--- src/rtl/if_fetch_ctrl_if.sv ---
// Instruction-memory fetch bus: request/address out, ack/data back.
// The fetch sequencer is the master; the instruction memory is the slave.
interface if_fetch_ctrl_if #(
   parameter int ADDR_W  = 32,
   parameter int INSTR_W = 32
);
   logic               mem_req;
   logic [ADDR_W-1:0]  mem_addr;
   logic               mem_ack;
   logic [INSTR_W-1:0] mem_rdata;

   modport master (
      output mem_req,
      output mem_addr,
      input  mem_ack,
      input  mem_rdata
   );

   modport slave (
      input  mem_req,
      input  mem_addr,
      output mem_ack,
      output mem_rdata
   );
endinterface

--- src/rtl/if_fetch_ctrl.sv ---
// IF-stage fetch sequencer: owns the PC, issues word-aligned fetches, keeps a
// one-entry skid buffer for ID freezes and discards fetches made stale by a redirect.
module if_fetch_ctrl #(
   parameter int                ADDR_W   = 32,
   parameter logic [ADDR_W-1:0] RESET_PC = '0,
   parameter int                INSTR_W  = 32
) (
   input  logic                clk,
   input  logic                rst,
   input  logic                i_freeze,
   input  logic                i_branch_taken,
   input  logic [ADDR_W-1:0]   i_branch_addr,
   if_fetch_ctrl_if.master     bus,
   output logic                o_if_valid,
   output logic [ADDR_W-1:0]   o_if_pc,
   output logic [INSTR_W-1:0]  o_if_instr
);

   typedef enum logic [1:0] {
      S_IDLE,
      S_FETCH,
      S_HOLD,
      S_DROP
   } state_t;

   state_t              r_state;
   logic                r_mem_req;
   logic [ADDR_W-1:0]   r_pc;
   logic [ADDR_W-1:0]   r_req_addr;
   logic [ADDR_W-1:0]   r_skid_pc;
   logic [INSTR_W-1:0]  r_skid_instr;
   logic                r_if_valid;
   logic [ADDR_W-1:0]   r_if_pc;
   logic [INSTR_W-1:0]  r_if_instr;

   logic [ADDR_W-1:0]   w_target;
   logic [ADDR_W-1:0]   w_req_next;
   logic                w_slot_free;
   logic                w_consume;
   logic                w_unused_addr_bits;

   assign w_target           = {i_branch_addr[ADDR_W-1:2], 2'b00};
   assign w_unused_addr_bits = &{1'b0, i_branch_addr[1:0]};
   // Wraps modulo 2^ADDR_W, so a fetch at the top word continues at zero.
   assign w_req_next         = r_req_addr + ADDR_W'(4);
   assign w_slot_free        = !r_if_valid || !i_freeze;
   assign w_consume          = r_if_valid && !i_freeze;

   // NOTE: all state uses non-blocking assignments; when a register is assigned
   // twice in one pass the later assignment wins, which gives the flush its priority.
   always_ff @(posedge clk or posedge rst) begin
      if (rst) begin
         r_state      <= S_IDLE;
         r_mem_req    <= 1'b0;
         r_pc         <= RESET_PC;
         r_req_addr   <= RESET_PC;
         r_skid_pc    <= '0;
         r_skid_instr <= '0;
         r_if_valid   <= 1'b0;
         r_if_pc      <= '0;
         r_if_instr   <= '0;
      end else begin
         if (w_consume) begin
            r_if_valid <= 1'b0;
         end

         case (r_state)
            S_IDLE: begin
               r_state   <= S_FETCH;
               r_mem_req <= 1'b1;
               if (i_branch_taken) begin
                  r_pc       <= w_target;
                  r_req_addr <= w_target;
               end else begin
                  r_req_addr <= r_pc;
               end
            end

            S_FETCH: begin
               if (bus.mem_ack) begin
                  if (i_branch_taken) begin
                     r_pc       <= w_target;
                     r_req_addr <= w_target;
                  end else if (w_slot_free) begin
                     r_if_valid <= 1'b1;
                     r_if_pc    <= w_req_next;
                     r_if_instr <= bus.mem_rdata;
                     r_pc       <= w_req_next;
                     r_req_addr <= w_req_next;
                  end else begin
                     // ID is frozen on a valid slot: park the word and stop requesting.
                     r_skid_instr <= bus.mem_rdata;
                     r_skid_pc    <= w_req_next;
                     r_pc         <= w_req_next;
                     r_state      <= S_HOLD;
                     r_mem_req    <= 1'b0;
                  end
               end else if (i_branch_taken) begin
                  // The request cannot be withdrawn; keep it up and discard its data.
                  r_pc    <= w_target;
                  r_state <= S_DROP;
               end
            end

            S_HOLD: begin
               if (i_branch_taken) begin
                  r_pc       <= w_target;
                  r_req_addr <= w_target;
                  r_state    <= S_FETCH;
                  r_mem_req  <= 1'b1;
               end else if (w_slot_free) begin
                  r_if_valid <= 1'b1;
                  r_if_pc    <= r_skid_pc;
                  r_if_instr <= r_skid_instr;
                  r_req_addr <= r_pc;
                  r_state    <= S_FETCH;
                  r_mem_req  <= 1'b1;
               end
            end

            S_DROP: begin
               if (i_branch_taken) begin
                  r_pc <= w_target;
               end
               if (bus.mem_ack) begin
                  r_req_addr <= i_branch_taken ? w_target : r_pc;
                  r_state    <= S_FETCH;
               end
            end

            default: begin
               r_state   <= S_IDLE;
               r_mem_req <= 1'b0;
            end
         endcase

         if (i_branch_taken) begin
            r_if_valid <= 1'b0;
         end
      end
   end

   assign bus.mem_req  = r_mem_req;
   assign bus.mem_addr = r_req_addr;
   assign o_if_valid   = r_if_valid;
   assign o_if_pc      = r_if_pc;
   assign o_if_instr   = r_if_instr;

endmodule

--- src/flat_wrapper.sv ---
// flat-port wrapper written by rule: the top's interface ports become plain ports
module if_fetch_ctrl_flat 
#(
   parameter int                ADDR_W   = 32,
   parameter logic [ADDR_W-1:0] RESET_PC = '0,
   parameter int                INSTR_W  = 32
)
  (clk, rst, i_freeze, i_branch_taken, i_branch_addr, o_if_valid, o_if_pc, o_if_instr, bus_mem_req, bus_mem_addr, bus_mem_ack, bus_mem_rdata);
  if_fetch_ctrl_if #(.ADDR_W(ADDR_W), .INSTR_W(INSTR_W)) bus_i ();
  input  logic clk;
  input  logic rst;
  input  logic i_freeze;
  input  logic i_branch_taken;
  input  logic [ADDR_W-1:0] i_branch_addr;
  output logic o_if_valid;
  output logic [ADDR_W-1:0] o_if_pc;
  output logic [INSTR_W-1:0] o_if_instr;
  output wire logic [$bits(bus_i.mem_req)-1:0] bus_mem_req;
  output wire logic [$bits(bus_i.mem_addr)-1:0] bus_mem_addr;
  input wire logic [$bits(bus_i.mem_ack)-1:0] bus_mem_ack;
  input wire logic [$bits(bus_i.mem_rdata)-1:0] bus_mem_rdata;
  assign bus_mem_req = bus_i.mem_req;
  assign bus_mem_addr = bus_i.mem_addr;
  assign bus_i.mem_ack = bus_mem_ack;
  assign bus_i.mem_rdata = bus_mem_rdata;
  if_fetch_ctrl #(.ADDR_W(ADDR_W), .RESET_PC(RESET_PC), .INSTR_W(INSTR_W)) u_core (.clk(clk), .rst(rst), .i_freeze(i_freeze), .i_branch_taken(i_branch_taken), .i_branch_addr(i_branch_addr), .bus(bus_i), .o_if_valid(o_if_valid), .o_if_pc(o_if_pc), .o_if_instr(o_if_instr));
endmodule
--- config.mk ---
export PLATFORM = sky130hd
export DESIGN_NAME = if_fetch_ctrl_flat
export DESIGN_NICKNAME = d
export VERILOG_FILES = /design/src/rtl/if_fetch_ctrl_if.sv /design/src/rtl/if_fetch_ctrl.sv /design/src/flat_wrapper.sv
export SDC_FILE = /design/constraint.sdc
export NUM_CORES = 1
export LEC_CHECK = 0
export CAP_MARGIN = 30
export CORE_ASPECT_RATIO = 1.25
export CORE_MARGIN = 2
export CORE_UTILIZATION = 54
export CTS_CLUSTER_SIZE = 40
export DETAILED_ROUTE_END_ITERATION = 6
export PLACE_DENSITY = 0.79
export SKIP_CTS_REPAIR_TIMING = 1
export SLEW_MARGIN = 15
export SYNTH_ARGS = -nofsm -noshare
export SYNTH_HDL_FRONTEND = slang
export SYNTH_SLANG_ARGS = --single-unit
--- constraint.sdc ---
create_clock -name clk -period 7.6 [get_ports clk]
set_clock_uncertainty 0.05 [all_clocks]
set_input_delay 1.52 -clock clk [delete_from_list [all_inputs] [get_ports clk]]
set_output_delay 1.52 -clock clk [all_outputs]
set_load 0.05 [all_outputs]
==> results.toml, run 1 <==
[clock_tree]
clk_pin_slew_worst_paths_ns = 0.07
clkSinkCount = 196
cts_buffer_depth = 2
clock_latency_ns = 0.44
cts_tree = "done"
cts_root_buf = "clkbuf_16"
cts_made_buffers = 17
h-tree-depth = 4

[final_layout]
area_delta_synth_final_pct = 24.4
num_antenna_cells = 0
layout.nets = 1202
final_core_utilization = 0.689
final_cells = 1364
drive_gt1_frac = 0.103
fillers = 1387

[power]
pwr-share-seq = 0.348
switchingPower_mw = 2.49
swShare = 0.468
share_clk_of_total_power = 0.169
p_comb_frac = 0.483
leakage_nw = 5.06
power.internal_mw = 2.83
ir_worst_vdd_mv = 0.274
power_density_nw_per_um2 = 440
power.total_mw = 5.32

[route]
viasPerCell = 6.09
post-route-drc-count = 0
ant_nets = 0
vias = 8306
wl_per_cell_um = 18.7
routed_wl_um = 25600
drt-pass1-iter-count = 6
dr.first_iter.drc_count = 943

[logic_synthesis]
ys_warn_count = 0
synth_compound_area_frac = 0.165
synth_top_family_by_area = "simple AND/OR/NAND/NOR gates"
synthSimpleGateAreaFrac = 0.168
ys_async_sr_fraction = 1.00
synth_top_area_share = 0.504
ys_seq_elements = 196
netlist_instances = 1006
ys.flop_type = "dfrtp_1"
post_synth_xor_area_fraction = 0.0207
syn-num-nets = 1081
yosysMostFrequentCell = "dfrtp_1"
synth_cell_type_count = 67
synth_area_leaders = "dfrtp_1 (50%), o21ai_0 (6.6%), mux2_2 (4.9%)"
synth-edff-count = 0
synth.largest_area_cell = "dfrtp_1"
seq_area_frac_synth = 0.504
syn-cell-area_um2 = 9730
synth_common_cells = "dfrtp_1 (196), o21ai_0 (129), nand2_1 (122)"
yosys.area_share.adder = 0.00772
syn_avg_cell_area_um2 = 9.67
synth.mux.area_fraction = 0.0949

[floorplanning]
core_area_um2 = 17600
num_io_pins = 167
rows = 54
initial_core_util = 0.554
die_w_um = 124
fp.dieH_um = 154
dieArea_um2 = 19100

[sta]
hold_viol = 0
finalCritPeriodShare = 0.552
final-setup-viol-count = 0
fmax_ghz = 0.238
drv_slew = 0
worst_slack_ns = 3.41
tightestPinTransition_ns = 0.949
slew_headroom = 0.366
period_needed_ns = 4.19
rsz0062_at_grt = "false"
tns_ns = 0

[placed_design]
placed_cells = 1331
port_buffers = 164
dpl.hpwl_um = 17000
gp_congestion = 0.923
place_ws_ns = 3.00

[setup_path]
worstPathRequired_ns = 7.88
start_kind = "input pin"
worstPathArrival_ns = 4.47
crit_chain = "buf_2, buf_4, clkinv_1, buf_4, nand2_1, nor2_4, buf_4, mux2_2"
max_stage_delay_ns = 0.79
cpMostUsedCell = "buf_4"
crit_path_max_fanout = 50
cp.depth = 8
rr_worst_depth = 8
crit_type = "in2reg"
cp_slowest_cell = "nor2_4"
crit_family = "buffers and inverters"
cp-end-kind = "register"
worst-path-buf-inv = 5

[global_routing]
grt.total_usage = 0.276
grt_max_degree = 92
overflow = 0
grt_pass1_wl_um = 41000
grt_pass1_vias = 7842
antenna_found_initial = 0

[worst_hold_path]
worst_hold_path_type = "reg2reg"
hold_depth = 2

[run]
drv_cap = 0

[run_status]
outcome = "completed"
-- power by group through the flow --
stage,Clock [mW],Sequential (mW),Combinational (mW)
global route,0.953,1.91,2.74
global placement,0,1.84,2.50
detailed placement,0,1.86,2.55
CTS,0.908,1.84,2.57
floorplan,0,2.58,0.945
finish,0.898,1.85,2.57
-- through the flow --
step | instance area (um2) | hold slack [ns]
floorplan | 9730 | 0.410
global placement | 11500 | 0.409
detailed placement | 11500 | 0.419
CTS | 12100 | 0.435
global route | 12100 | 0.459
finish | 12100 | 0.426
-- placed cells by master, fill, tap and decap left out, types with 11 or more instances in the layout --
cell type / n
a21oi_1: 65
nand2_1: 122
o21ai_0: 129
nand3_1: 21
mux2i_1: 45
clkdlybuf4s50_1: 163
nor2_1: 79
and3_1: 18
mux2_2: 42
buf_4: 13
clkbuf_16: 17
nand4_1: 11
inv_1: 14
nor3_1: 21
xor2_1: 13
dfrtp_1: 196
-- worst min-delay path: stages (launching register included) --
cell and delay, ns:
dfrtp_1 0.34, nand2_1 0.05, nand3_1 0.05
-- path summary, 6_finish.rpt --
path	from	slack [ns]	endpoint
setup / recovery	i_branch_taken	3.41	u_core.r_skid_pc[1]
hold / removal	u_core.o_if_pc[29]	0.43	u_core.o_if_pc[29]
setup reg to reg	u_core.r_state[1]	4.11	u_core.o_if_pc[27]
hold reg to reg	u_core.o_if_pc[29]	0.43	u_core.o_if_pc[29]
max in group asynchronous	rst	4.95	u_core.o_if_instr[25]
min in group asynchronous	rst	1.49	u_core.o_if_instr[26]
-- sequential cells by signal (all words and copies together), names as in the netlist --
name,flops
u_core.bus.mem_addr,32
u_core.bus.mem_req,1
u_core.o_if_instr,32
u_core.o_if_pc,32
u_core.o_if_valid,1
u_core.r_pc,32
u_core.r_skid_instr,32
u_core.r_skid_pc,32
u_core.r_state,2
-- layer usage --
| metal | vias to the layer above | wire length, um | GRT usage |
|---|---|---|---|
| met4 | 0 | 592 | 0.103 |
| met3 | 41 | 2180 | 0.0516 |
| met1 | 4004 | 10600 | 0.386 |
| met5 | - | 0 | 0 |
| met2 | 405 | 12200 | 0.426 |
| li1 | 3856 | - | - |
-- final cells by class --
class	count	area (um2)	share of cell area
repair buffers	180	1790	0.148
clock inverters	14	143	0.0118
multi-input cells	716	4480	0.370
well taps	224	280	0.0232
clock buffers	18	439	0.0363
flip-flops and latches	196	4900	0.405
inverters	16	67.6	0.00558
-- kinds of logic (layout without fill, tap and decap cells) --
family	Yosys count	count (layout)
muxes	87	87
DFF	196	196
buffers and inverters	94	228
xor gates and xnor gates	23	23
adders and majority gates	6	6
and+or+nand+nor	326	326
AOI/OAI and AO/OA	274	274
Power figures use the tool's default switching activity.
==> run 2: changes to the inputs <==
Clock period 7.6 ns to 3.9 ns, I/O delays scaled along.
==> run 2 against run 1 <==
  * Sequential share of layout area fell by 0.16 points
  * Utilization increased by 0.27 points
  * Critical endpoint is now u_core.o_if_pc[30]
  * Cell count up 0.81%
  * Routed wire length up 0.49%
  * First-iteration DRC count decreased by 7.5%
  * Power increased by 94%
  * Setup slack worse by 2.4 ns
  * Critical path type is now reg2reg
==> results.toml, run 2 (same netlist as run 1, synthesis figures left out) <==
[run_status]
outcome = "completed"

[route]
routed_wl_um = 25700
viasPerCell = 6.07
vias = 8350
post-route-drc-count = 0
ant_nets = 0
wl_per_cell_um = 18.7
drt-pass1-iter-count = 6
dr.first_iter.drc_count = 872

[clock_tree]
cts_made_buffers = 17
h-tree-depth = 4
clk_pin_slew_worst_paths_ns = 0.07
clkSinkCount = 196
cts_buffer_depth = 2
cts_tree = "done"
clock_latency_ns = 0.44
cts_root_buf = "clkbuf_16"

[floorplanning]
initial_core_util = 0.554
num_io_pins = 167
dieArea_um2 = 19100
die_w_um = 124
core_area_um2 = 17600
fp.dieH_um = 154
rows = 54

[sta]
tightestPinTransition_ns = 0.921
finalCritPeriodShare = 0.742
slew_headroom = 0.386
drv_slew = 0
worst_slack_ns = 1.00
period_needed_ns = 2.90
rsz0062_at_grt = "false"
hold_viol = 0
final-setup-viol-count = 0
fmax_ghz = 0.345
tns_ns = 0

[setup_path]
cp_slowest_cell = "nor3_2"
crit_chain = "ha_1, nand4_2, nor3_2, nand3_2, and4_1, or3_1"
rr_worst_depth = 6
worst-path-buf-inv = 0
cp-end-kind = "register"
max_stage_delay_ns = 0.65
worstPathArrival_ns = 3.15
worstPathRequired_ns = 4.15
start_kind = "register"
crit_family = "simple AND/OR/NAND/NOR gates"
r2r-end = "u_core.o_if_pc[30]"
crit_path_max_fanout = 10
crit_type = "reg2reg"
regToRegSetupSlack_ns = 1.00
reg2reg_from = "u_core.bus.mem_addr[2]"

[worst_hold_path]
worst_hold_path_type = "reg2reg"
hold_path_startpoint = "u_core.o_if_instr[21]"
holdPathEnd = "u_core.o_if_instr[21]"
hold_depth = 2

[final_layout]
drive_gt1_frac = 0.110
final_core_utilization = 0.692
area_delta_synth_final_pct = 24.9
final_area_um2 = 12200
layout_common_cells = "dfrtp_1 (196), clkdlybuf4s50_1 (163), o21ai_0 (129)"
num_antenna_cells = 0
fillers = 1379
final_common_cell = "dfrtp_1"
layout.nets = 1214

[placed_design]
dpl.hpwl_um = 17400
gp_congestion = 0.892
placed_cell_area_um2 = 11600
place_ws_ns = 0.721
port_buffers = 164

[global_routing]
overflow = 0
antenna_found_initial = 0
grt_pass1_wl_um = 41100
grt_max_degree = 76
grt.total_usage = 0.273
grt_pass1_vias = 8059

[power]
leakage_nw = 5.07
ir_worst_vdd_mv = 0.509
power_density_nw_per_um2 = 847

[run]
drv_cap = 0
==> run 2: worst register-to-register path, delay by kind of cell, from the launching register on <==
kind / cells / cell delay (ns)
and+or+nand+nor: 5 / 1.82
adders and majority gates: 1 / 0.30
DFF: 1 / 0.59
==> run 2: routing by layer <==
metal  up-vias  track usage  part of all wire
li1       3866            -                 -
met4         0        0.108             0.024
met2       426        0.428              0.48
met5         -            0                 0
met1      3991        0.376              0.42
met3        67       0.0512             0.079
==> run 2: worst max-delay path by stage <==
stage | from | endpoint | slack [ns] | depth (start not counted)
3_5_place_dp | i_freeze | u_core.bus.mem_addr[22] | 0.72 | 6
5_1_grt | u_core.bus.mem_addr[2] | u_core.o_if_pc[30] | 0.87 | 6
3_3_place_gp | bus_mem_ack | u_core.bus.mem_addr[19] | 0.74 | 6
6_report | u_core.bus.mem_addr[2] | u_core.o_if_pc[30] | 1.00 | 6
2_1_floorplan | rst | u_core.bus.mem_addr[0] | 0.54 | 1
4_1_cts | u_core.bus.mem_addr[2] | u_core.o_if_pc[30] | 1.02 | 6
==> run 2: layout make-up <==
cell class / count / area (um2) / share of cell area
Clock buffer: 21 / 470 / 0.0387
Clock inverter: 10 / 76.3 / 0.00628
Inverter: 16 / 63.8 / 0.00525
Multi-Input combinational cell: 716 / 4470 / 0.368
Sequential cell: 196 / 4900 / 0.404
Tap cell: 224 / 280 / 0.0231
Timing Repair Buffer: 192 / 1880 / 0.155
==> run 2: power by group <==
group	internal, mW	total (mW)	leakage (nW)	switching [mW]
Combinational	1.76	5.04	2.38	3.28
Clock	0.866	1.64	0.250	0.777
Sequential	2.87	3.62	2.45	0.743
==> run 2: per-stage QoR <==
stage	instances	hold slack (ns)	power [mW]
2_1_floorplan	1006	0.410	6.88
3_3_place_gp	1344	0.410	8.50
3_5_place_dp	1344	0.419	8.63
4_1_cts	1375	0.435	10.3
5_1_grt	1375	0.457	10.8
6_report	1375	0.428	10.3
